[src/rtl/trigger_capture_if.sv]
// trigger_capture_if: run control, ADC sample stream, frame settings and
// sample-buffer write port of trigger_capture.
interface trigger_capture_if #(parameter int ADDR_W = 10);
   logic              enable;
   logic              auto_mode;
   logic [11:0]       adc_data;
   logic              adc_valid;
   logic [11:0]       trigger;
   logic [11:0]       trig_clk;
   logic [11:0]       count_adc;
   logic              wr_en;
   logic [ADDR_W-1:0] wr_addr;
   logic [11:0]       wr_data;
   logic              frame_done;
   logic              armed;
   logic              forced;
   modport master (
      output enable, auto_mode, adc_data, adc_valid, trigger, trig_clk, count_adc,
      input  wr_en, wr_addr, wr_data, frame_done, armed, forced
   );
   modport slave (
      input  enable, auto_mode, adc_data, adc_valid, trigger, trig_clk, count_adc,
      output wr_en, wr_addr, wr_data, frame_done, armed, forced
   );
endinterface

[src/rtl/trigger_capture.sv]
// trigger_capture: decimates an ADC stream, waits for a rising-edge (or timed-out
// auto) trigger and writes one frame of samples into a buffer, then holds off.
module trigger_capture #(
   parameter int ADDR_W       = 10,
   parameter int AUTO_TIMEOUT = 4096,
   parameter int HOLDOFF      = 1000
) (
   input logic              clk,
   input logic              rst_n,
   trigger_capture_if.slave bus
);
   typedef enum logic [2:0] {IDLE, ARM, WAIT_TRIG, CAPTURE, HOLD} state_t;
   localparam int DEPTH = 1 << ADDR_W;
   localparam int LW    = ADDR_W + 1;
   localparam int TW    = $clog2(AUTO_TIMEOUT + 1);
   localparam int HW    = $clog2(HOLDOFF + 1);
   localparam logic [TW-1:0] TO_LAST   = TW'(AUTO_TIMEOUT - 1);
   localparam logic [HW-1:0] HOLD_LAST = HW'(HOLDOFF - 1);
   state_t            state_q, state_d;
   logic [11:0]       trig_q, dec_last_q, dec_q, prev_q, wr_data_q;
   logic [LW-1:0]     len_q, n_q, len_in;
   logic [TW-1:0]     to_q;
   logic [HW-1:0]     hold_q;
   logic [ADDR_W-1:0] wr_addr_q;
   logic              prev_vld_q, wr_en_q, done_q, forced_q;
   logic              strobe, hit, timeout, fire, last;
   assign len_in  = (bus.count_adc == 12'd0 || int'(bus.count_adc) > DEPTH) ? LW'(DEPTH) : LW'(bus.count_adc);
   assign strobe  = (state_q == WAIT_TRIG || state_q == CAPTURE) && bus.adc_valid && dec_q == dec_last_q;
   assign hit     = strobe && prev_vld_q && prev_q < trig_q && bus.adc_data >= trig_q;
   assign timeout = strobe && bus.auto_mode && to_q == TO_LAST;
   assign fire    = state_q == WAIT_TRIG && bus.enable && (hit || timeout);
   // n_q counts writes already issued; the frame ends the cycle after the last one is on the bus
   assign last    = state_q == CAPTURE && n_q == len_q;
   always_ff @(posedge clk or negedge rst_n)
      if (!rst_n) state_q <= IDLE;
      else        state_q <= state_d;
   always_comb begin
      state_d = state_q;
      case (state_q)
         IDLE:      state_d = bus.enable ? ARM : IDLE;
         ARM:       state_d = bus.enable ? WAIT_TRIG : IDLE;
         WAIT_TRIG: state_d = !bus.enable ? IDLE : fire ? CAPTURE : WAIT_TRIG;
         CAPTURE:   state_d = last ? HOLD : CAPTURE;
         HOLD:      state_d = hold_q != HOLD_LAST ? HOLD : bus.enable ? ARM : IDLE;
         default:   state_d = IDLE;
      endcase
   end
   always_ff @(posedge clk or negedge rst_n)
      if (!rst_n) begin
         trig_q     <= '0;
         dec_last_q <= '0;
         len_q      <= '0;
         dec_q      <= '0;
         prev_q     <= '0;
         prev_vld_q <= 1'b0;
         to_q       <= '0;
         hold_q     <= '0;
         n_q        <= '0;
         wr_en_q    <= 1'b0;
         wr_addr_q  <= '0;
         wr_data_q  <= '0;
         done_q     <= 1'b0;
         forced_q   <= 1'b0;
      end else begin
         wr_en_q <= 1'b0;
         done_q  <= last;
         hold_q  <= state_q == HOLD ? hold_q + HW'(1) : '0;
         if (state_q == ARM) begin
            trig_q     <= bus.trigger;
            dec_last_q <= bus.trig_clk == 12'd0 ? 12'd0 : bus.trig_clk - 12'd1;
            len_q      <= len_in;
            dec_q      <= '0;
            prev_vld_q <= 1'b0;
            to_q       <= '0;
         end
         if ((state_q == WAIT_TRIG || state_q == CAPTURE) && bus.adc_valid)
            dec_q <= strobe ? 12'd0 : dec_q + 12'd1;
         // timeout counter saturates so a late switch to auto_mode fires on the next strobe
         if (state_q == WAIT_TRIG && strobe) begin
            prev_q     <= bus.adc_data;
            prev_vld_q <= 1'b1;
            if (to_q != TO_LAST) to_q <= to_q + TW'(1);
         end
         if (fire) begin
            wr_en_q   <= 1'b1;
            wr_addr_q <= '0;
            wr_data_q <= bus.adc_data;
            n_q       <= LW'(1);
            forced_q  <= !hit;
         end
         if (state_q == CAPTURE && strobe && n_q != len_q) begin
            wr_en_q   <= 1'b1;
            wr_addr_q <= n_q[ADDR_W-1:0];
            wr_data_q <= bus.adc_data;
            n_q       <= n_q + LW'(1);
         end
      end
   always_comb begin
      bus.armed      = state_q == WAIT_TRIG;
      bus.wr_en      = wr_en_q;
      bus.wr_addr    = wr_addr_q;
      bus.wr_data    = wr_data_q;
      bus.frame_done = done_q;
      bus.forced     = forced_q;
   end
endmodule

[src/flat_wrapper.sv]
// flat-port wrapper written by rule: the top's interface ports become plain ports
module trigger_capture_flat 
#(
   parameter int ADDR_W       = 10,
   parameter int AUTO_TIMEOUT = 4096,
   parameter int HOLDOFF      = 1000
)
  (clk, rst_n, bus_enable, bus_auto_mode, bus_adc_data, bus_adc_valid, bus_trigger, bus_trig_clk, bus_count_adc, bus_wr_en, bus_wr_addr, bus_wr_data, bus_frame_done, bus_armed, bus_forced);
  trigger_capture_if #(.ADDR_W(ADDR_W)) bus_i ();
  input logic clk;
  input logic rst_n;
  input wire logic [$bits(bus_i.enable)-1:0] bus_enable;
  input wire logic [$bits(bus_i.auto_mode)-1:0] bus_auto_mode;
  input wire logic [$bits(bus_i.adc_data)-1:0] bus_adc_data;
  input wire logic [$bits(bus_i.adc_valid)-1:0] bus_adc_valid;
  input wire logic [$bits(bus_i.trigger)-1:0] bus_trigger;
  input wire logic [$bits(bus_i.trig_clk)-1:0] bus_trig_clk;
  input wire logic [$bits(bus_i.count_adc)-1:0] bus_count_adc;
  output wire logic [$bits(bus_i.wr_en)-1:0] bus_wr_en;
  output wire logic [$bits(bus_i.wr_addr)-1:0] bus_wr_addr;
  output wire logic [$bits(bus_i.wr_data)-1:0] bus_wr_data;
  output wire logic [$bits(bus_i.frame_done)-1:0] bus_frame_done;
  output wire logic [$bits(bus_i.armed)-1:0] bus_armed;
  output wire logic [$bits(bus_i.forced)-1:0] bus_forced;
  assign bus_i.enable = bus_enable;
  assign bus_i.auto_mode = bus_auto_mode;
  assign bus_i.adc_data = bus_adc_data;
  assign bus_i.adc_valid = bus_adc_valid;
  assign bus_i.trigger = bus_trigger;
  assign bus_i.trig_clk = bus_trig_clk;
  assign bus_i.count_adc = bus_count_adc;
  assign bus_wr_en = bus_i.wr_en;
  assign bus_wr_addr = bus_i.wr_addr;
  assign bus_wr_data = bus_i.wr_data;
  assign bus_frame_done = bus_i.frame_done;
  assign bus_armed = bus_i.armed;
  assign bus_forced = bus_i.forced;
  trigger_capture #(.ADDR_W(ADDR_W), .AUTO_TIMEOUT(AUTO_TIMEOUT), .HOLDOFF(HOLDOFF)) u_core (.clk(clk), .rst_n(rst_n), .bus(bus_i));
endmodule
[config.mk]
export PLATFORM = sky130hd
export DESIGN_NAME = trigger_capture_flat
export DESIGN_NICKNAME = d
export VERILOG_FILES = /design/src/rtl/trigger_capture_if.sv /design/src/rtl/trigger_capture.sv /design/src/flat_wrapper.sv
export SDC_FILE = /design/constraint.sdc
export NUM_CORES = 1
export LEC_CHECK = 0
export BUFFER_PORTS_ARGS = -buffer_cell sky130_fd_sc_hd__clkbuf_2
export CAP_MARGIN = 20
export CORE_ASPECT_RATIO = 0.9
export CORE_MARGIN = 2
export CORE_UTILIZATION = 30
export CTS_BUF_LIST = sky130_fd_sc_hd__clkbuf_4
export DETAILED_ROUTE_END_ITERATION = 8
export PLACE_DENSITY = 0.5
export SLEW_MARGIN = 10
export SYNTH_ARGS = -nofsm -noshare
export SYNTH_HDL_FRONTEND = slang
export SYNTH_SLANG_ARGS = --single-unit
export TNS_END_PERCENT = 50
[constraint.sdc]
create_clock -name clk -period 3.4 [get_ports clk]
set_input_delay 0.68 -clock clk [delete_from_list [all_inputs] [get_ports clk]]
set_output_delay 0.68 -clock clk [all_outputs]
set_load 0.005 [all_outputs]
==> impl_metrics.env, run 1 <==
export IMPL_wl_per_cell_microns=14.80
export IMPL_timing_fmax_mhz=355.7
export IMPL_clock_path_buffers=2
export IMPL_die_area_sq_um=21920
export IMPL_synthSimpleGateAreaFrac_pct=20.06
export IMPL_synth_compound_area_share_pct=11.18
export IMPL_multi_input_area_sq_um=3020
export IMPL_synth_avg_cell_area_sq_um=10.01
export IMPL_ys_types=53
export IMPL_vias=4860
export IMPL_overflow=0
export IMPL_min_period_ps=2812
export IMPL_ys_ff_latch=122
export IMPL_hp_class="input pin to asynchronous set/reset pin"
export IMPL_syn_to_final_growth_pct=16.58
export IMPL_p_switching_uw=1374
export IMPL_synth_top_area_share_pct=49.05
export IMPL_drive_above_1_share_pct=20.89
export IMPL_fin_tns_setup_ps=0
export IMPL_core_sq_um=20170
export IMPL_post_cts_resized=0
export IMPL_syn_cell_area_sq_um=6225
export IMPL_yosys_most_used_dff="dfrtp_1"
export IMPL_vdd_ir_drop_max_uv=196.4
export IMPL_finalHoldViolCount=0
export IMPL_synth_area_leaders="dfrtp_1, ha_1, nand2_1"
export IMPL_path_max_fanout=16
export IMPL_drt_first_pass_iters=4
export IMPL_cts_tree="yes"
export IMPL_clk_latency_ps=530
export IMPL_wl_microns=14470
export IMPL_cap_violations=0
export IMPL_fin_util_pct=35.98
export IMPL_p_clk_share_pct=26.3
export IMPL_synth_fa_ha_area_share_pct=5.628
export IMPL_port_buffers=78
export IMPL_relSlewSlack_pct=51.84
export IMPL_placementRows=49
export IMPL_grt_pass1_vias=5046
export IMPL_clock_root_buffer="clkbuf_4"
export IMPL_clock_sinks=122
export IMPL_antenna_left=0
export IMPL_io_pins=79
export IMPL_syn_inst=622
export IMPL_async_flop_share_pct=100.0
export IMPL_rsz0062_at_grt="false"
export IMPL_start_util_pct=30.86
export IMPL_cp_end_kind="flop"
export IMPL_seqCellArea_sq_um=3053
export IMPL_worstPathArrival_ps=3230
export IMPL_holdBufCountCts=0
export IMPL_post_cts_setup_buffer_count=0
export IMPL_ys_seq_area_share_pct=49.05
export IMPL_final_max_slew_violation_count=0
export IMPL_yosysWarnings=0
export IMPL_fin_crit_sh_pct=82.69
export IMPL_hpwl_microns=10660
export IMPL_place_gp_congestion=0.7828
export IMPL_htree_num_levels=4
export IMPL_nFillCells=2044
export IMPL_status="finished clean"
export IMPL_stdcell_count=978
export IMPL_grt_max_degree=52
export IMPL_clk_pin_slew_ps=100
export IMPL_intPower_uw=2642
export IMPL_pwr_density_cell_nw_per_um2=553.3
export IMPL_worstPathRequired_ps=3820
export IMPL_power_share_sequential_pct=45.9
export IMPL_vias_per_cell=4.969
export IMPL_synth_top_cell_by_area="dfrtp_1"
export IMPL_p_leak_uw=0.003540
export IMPL_antenna_found_initial=0
export IMPL_die_h_microns=140.7
export IMPL_crit_type="flop to flop"
export IMPL_synth_top_family_by_area="simple AND/OR/NAND/NOR gates"
export IMPL_worst_slew_pin_slew_ps=722.5
export IMPL_power_uw=4015
export IMPL_syn_nets=703
export IMPL_synth_xor_area_share_pct=6.332
export IMPL_synthMuxAreaShare_pct=5.106
export IMPL_grt_pass1_wl_microns=24570
export IMPL_drc=0
export IMPL_grt_total_usage_pct=14.02
export IMPL_stdcell_area_sq_um=7257
export IMPL_setup_viol=0
export IMPL_dpl_cell_area_sq_um=6972
export IMPL_netSwitchingFraction_pct=34.21
export IMPL_n_antenna_cell=0
export IMPL_synth_edf_count=0
export IMPL_dp_cells=946
export IMPL_cts_buffers=17
export IMPL_final_nets=791
export IMPL_fin_skew_ps=19.82
export IMPL_drtIter0Drc=317
export IMPL_startpoint_type="flop"
export IMPL_die_w_microns=155.8
export IMPL_comb_power_share_pct=27.8
[metrics by stage]
stage	hold WS, ps	worst slack (ps)
detailed placement	458.7	252.8
CTS	176.9	613.6
global route	203.2	438.6
global placement	439.7	304.7
floorplan	384.4	529.8
finish	182.3	588.4
[flip-flops by register name, indices dropped and copies added (netlist names)]
register / cells
u_core.trig_q: 12
u_core.dec_last_q: 12
u_core.hold_q: 10
u_core.dec_q: 12
u_core.prev_q: 12
u_core.bus.forced: 1
u_core.bus.wr_addr: 10
u_core.state_q: 3
u_core.bus.wr_data: 12
u_core.n_q: 11
u_core.bus.wr_en: 1
u_core.bus.frame_done: 1
u_core.len_q: 11
u_core.prev_vld_q: 1
u_core.to_q: 13
[path summary, 6_finish.rpt]
kind	from	to	slack, ps	cells after the start
worst max-delay path	u_core.state_q[2]	u_core.bus.wr_data[6]	590	8
worst min-delay path	rst_n	u_core.trig_q[2]	180	1
worst max register to register	u_core.state_q[2]	u_core.bus.wr_data[6]	590	8
worst min register to register	u_core.hold_q[0]	u_core.hold_q[0]	480	1
max in group asynchronous	rst_n	u_core.dec_last_q[2]	2330	2
min in group clk	bus_trigger[4]	u_core.trig_q[4]	370	3
[cell usage in the layout (no fill, tap or decap), drive strengths merged, types with 6 or more instances in the layout]
cell    netlist  routed
clkbuf       16      98
o21ai        54      54
xnor2        23      23
xor2         22      22
a22o         13      13
inv          19      19
or3           6       6
a21o         12      12
and3         11      11
dfrtp       122     122
nor3         11      11
nand4        11      11
nand2b        7       7
clkinv        0       7
nor4          8       8
buf           5      13
mux2         23      23
nor2         35      35
nand2        80      80
a21oi        20      20
ha           28      28
nand3        52      52
[synth_stat cells, types with 3 or more instances]
master	count
a21o_1	12
a21oi_1	20
a22o_1	13
and3_1	11
and4_1	3
buf_2	3
clkbuf_1	16
dfrtp_1	122
ha_1	28
inv_1	19
mux2_2	18
mux2_4	5
mux2i_1	4
nand2_1	80
nand2b_1	7
nand3_1	52
nand3b_1	3
nand4_1	11
nor2_1	34
nor2b_1	4
nor3_1	10
nor4_1	7
o21ai_0	54
o31ai_1	4
or3_1	6
xnor2_1	23
xor2_1	22
[kinds of logic (layout without fill, tap and decap cells)]
| family | after synthesis | in the layout |
|---|---|---|
| buffers and inverters | 40 | 141 |
| AO/OA/AOI/OAI | 113 | 113 |
| flip-flops | 122 | 122 |
| multiplexers | 27 | 27 |
| adder cells (fa/ha/maj) | 28 | 28 |
| AND/OR/NAND/NOR | 247 | 247 |
| XOR/XNOR | 45 | 45 |
[power groups by stage]
| stage | Clock, uW | Sequential [uW] | Combinational, uW |
|---|---|---|---|
| 6_report | 1060 | 1850 | 1120 |
| 2_1_floorplan | 0 | 1820 | 812 |
| 4_1_cts | 1100 | 1850 | 1140 |
| 3_3_place_gp | 0 | 1870 | 1100 |
| 5_1_grt | 1170 | 1870 | 1300 |
| 3_5_place_dp | 0 | 1880 | 1140 |
[critical path, stage by stage (launching register included)]
cell	delay, ps
dfrtp_1	480
and3b_1	450
nand4_1	170
or4_4	490
nor3_2	240
and4bb_1	300
a311oi_4	70
buf_12	210
mux2_4	290
[metal layers]
metal  GRT usage [%]  vias to the layer above  routed length [microns]
li1                -                     2380                        -
met1           19.25                     2373                     7084
met2           22.01                       95                     6585
met3           3.720                       12                      641
met4           3.670                        0                      158
met5               0                        -                        0
[final cells by class]
| cell class | instances | area share (%) |
|---|---|---|
| flip-flops and latches | 122 | 42.07 |
| multi-input cells | 460 | 41.62 |
| repair buffers | 90 | 7.000 |
| well taps | 255 | 4.397 |
| clock buffers | 21 | 2.172 |
| clock inverters | 11 | 1.759 |
| inverters | 19 | 0.9828 |
No activity file was read; power rests on OpenSTA's default activity.
==> run 2, diff against run 1 <==
Settings changed: PLACE_DENSITY 0.5 to 0.52.
Clock period 3.4 ns to 2.5 ns, I/O delays scaled along.
==> run 2 against run 1 <==
  * The run now ends with negative setup slack left
  * Sequential cell count is the same
  * Register-to-register slack lost 610 ps
  * Clock power grew 23%
  * Design area grew 7.3%
  * Total power grew 42%
  * Via count grew 2.7%
  * Largest power group unchanged
  * Highest routed layer unchanged
==> impl_metrics.env, run 2 (same netlist as run 1, synthesis figures left out) <==
export IMPL_status="finished, violations left"
export IMPL_violations="negative setup slack"
export IMPL_comb_power_share_pct=33.0
export IMPL_clock_sinks=122
export IMPL_grt_max_degree=42
export IMPL_nFillCells=2035
export IMPL_cap_violations=0
export IMPL_rsz0062_at_grt="true"
export IMPL_grt_total_usage_pct=14.49
export IMPL_vias_per_cell=4.839
export IMPL_antenna_found_initial=1
export IMPL_final_common_cell="dfrtp_1"
export IMPL_largest_reg_flops=13
export IMPL_worstPathCellList="inv_2 -> ha_4 -> a21o_1 -> a21oi_2 -> nor2b_1 -> or3b_4 -> and4bb_1 -> a311oi_4 -> buf_6 -> clkbuf_16 -> mux2_4"
export IMPL_slowest_delay_ps=390
export IMPL_grt_pass1_vias=4967
export IMPL_relSlewSlack_pct=62.31
export IMPL_worst_slew_pin_slew_ps=562.7
export IMPL_cts_tree="yes"
export IMPL_drt_first_pass_iters=5
export IMPL_die_area_sq_um=21920
export IMPL_overflow=0
export IMPL_p_clk_share_pct=22.8
export IMPL_min_to="u_core.trig_q[9]"
export IMPL_clk_latency_ps=540
export IMPL_placementRows=49
export IMPL_min_period_ps=2517
export IMPL_p_leak_uw=0.003853
export IMPL_intPower_uw=3704
export IMPL_pwr_density_cell_nw_per_um2=733.3
export IMPL_final_cell_mix="dfrtp_1, nand2_1, clkbuf_2"
export IMPL_drc=0
export IMPL_regMostFlops="u_core.to_q"
export IMPL_worstPathArrival_ps=2930
export IMPL_drive_above_1_share_pct=28.65
export IMPL_clock_root_buffer="clkbuf_4"
export IMPL_fin_skew_ps=20.67
export IMPL_p_switching_uw=2004
export IMPL_hpwl_microns=11650
export IMPL_final_max_slew_violation_count=0
export IMPL_cp_end_kind="flop"
export IMPL_reg2reg_slack_ps=-20
export IMPL_power_share_sequential_pct=44.3
export IMPL_startpoint_type="flop"
export IMPL_finalHoldViolCount=0
export IMPL_fin_tns_setup_ps=-44.40
export IMPL_hp_class="input pin to flop"
export IMPL_hold_depth=3
export IMPL_antenna_left=0
export IMPL_hold_start="bus_trigger[9]"
export IMPL_netSwitchingFraction_pct=35.11
export IMPL_vias=4989
export IMPL_timing_fmax_mhz=397.3
export IMPL_die_h_microns=140.7
export IMPL_crit_type="flop to flop"
export IMPL_final_nets=845
export IMPL_clk_pin_slew_ps=110
export IMPL_wl_microns=15320
export IMPL_clock_path_buffers=2
export IMPL_grt_pass1_wl_microns=25240
export IMPL_core_sq_um=20170
export IMPL_wl_per_cell_microns=14.86
export IMPL_vdd_ir_drop_max_uv=254.6
export IMPL_rr_worst_depth=11
export IMPL_drtIter0Drc=343
export IMPL_port_buffers=78
export IMPL_syn_to_final_growth_pct=25.07
export IMPL_start_util_pct=30.86
export IMPL_r2r_start="u_core.trig_q[9]"
export IMPL_place_gp_congestion=0.8250
export IMPL_io_pins=79
export IMPL_fin_util_pct=38.60
export IMPL_fin_crit_sh_pct=100.7
export IMPL_reg2reg_to="u_core.bus.wr_data[7]"
export IMPL_path_max_fanout=5
export IMPL_worstPathRequired_ps=2920
export IMPL_cts_buffers=17
export IMPL_die_w_microns=155.8
export IMPL_slowest_stage="dfrtp_1"
export IMPL_htree_num_levels=4
export IMPL_setup_viol=5
export IMPL_setup_slack_ps=-17.05
[run 2: cell types whose count changed in the layout (fill, tap and decap cells not counted), moves of 2 or more]
cell / delta
a21oi_1: -2
a21oi_2: +2
buf_4: +51
clkbuf_4: -3
o21ai_0: -2
or3b_2: -2
or3b_4: +2
xnor2_1: -11
xnor2_2: +11
[run 2: worst max path at each step]
stage | from | endpoint | slack, ps | cells after the start
floorplan | bus_adc_data[2] | u_core.bus.wr_data[10] | 4 | 9
global placement | bus_adc_data[2] | u_core.bus.wr_data[3] | -150 | 10
detailed placement | bus_adc_data[2] | u_core.bus.wr_data[3] | -260 | 10
CTS | u_core.dec_last_q[3] | u_core.bus.wr_data[7] | 2 | 8
global route | u_core.dec_last_q[9] | u_core.bus.wr_data[6] | -110 | 9
finish | u_core.trig_q[9] | u_core.bus.wr_data[7] | -20 | 11
[run 2: stage by stage]
step | std cells | hold WS [ps] | setup slack (ps) | instance area (sq um) | power (uW)
2_1_floorplan | 622 | 204.4 | 4.096 | 6236 | 3581
3_3_place_gp | 994 | 440.3 | -146.9 | 7332 | 4256
3_5_place_dp | 994 | 453.9 | -258.0 | 7332 | 4293
4_1_cts | 1025 | 133.1 | 1.771 | 7610 | 5641
5_1_grt | 1031 | 139.2 | -112.7 | 7785 | 6153
6_report | 1031 | 169.7 | -17.05 | 7785 | 5709
[run 2: layer usage]
metal	routed length (microns)	part of all wire (%)	vias up	GRT usage (%)
li1	-	-	2494	-
met2	6782	44	85	22.05
met3	660	4.3	4	3.873
met1	7791	51	2406	20.56
met4	84	0.55	0	3.573
met5	0	0	-	0
[run 2: critical path, delay by kind of cell, from the launching register on]
kind | cells | cell delay [ps]
buf+inv | 3 | 380
mux | 1 | 290
simple gates | 3 | 780
fa+ha+maj | 1 | 200
compound gates | 3 | 370
flops | 1 | 390
[run 2: timing repair]
| item | CTS | global route |
|---|---|---|
| setup endpoints to repair | 13 | 38 |
| hold endpoints to repair | 37 | 0 |
| pin swaps | 1 | 6 |
| buffers inserted | 0 | 4 |
| cloned | 0 | 1 |
| hold buffers | 1 | 0 |
| gates resized for setup | 6 | 19 |
[run 2: cell type report]
| type | count | area [sq um] | share of cell area (%) |
|---|---|---|---|
| multi-input combinational | 460 | 3158 | 40.57 |
| sequential | 122 | 3053 | 39.22 |
| timing repair buffer | 144 | 937.1 | 12.04 |
| tap | 255 | 319.1 | 4.098 |
| clock buffer | 18 | 135.1 | 1.736 |
| clock inverter | 12 | 108.9 | 1.398 |
| inverter | 19 | 71.32 | 0.9161 |
| antenna | 1 | 2.502 | 0.03214 |
[run 2: power groups by stage]
stage	combinational [uW]	sequential [uW]	clock [uW]
5_1_grt	2140	2560	1450
3_3_place_gp	1730	2530	0
6_report	1880	2530	1300
4_1_cts	1800	2500	1350
3_5_place_dp	1760	2530	0
2_1_floorplan	1110	2470	0
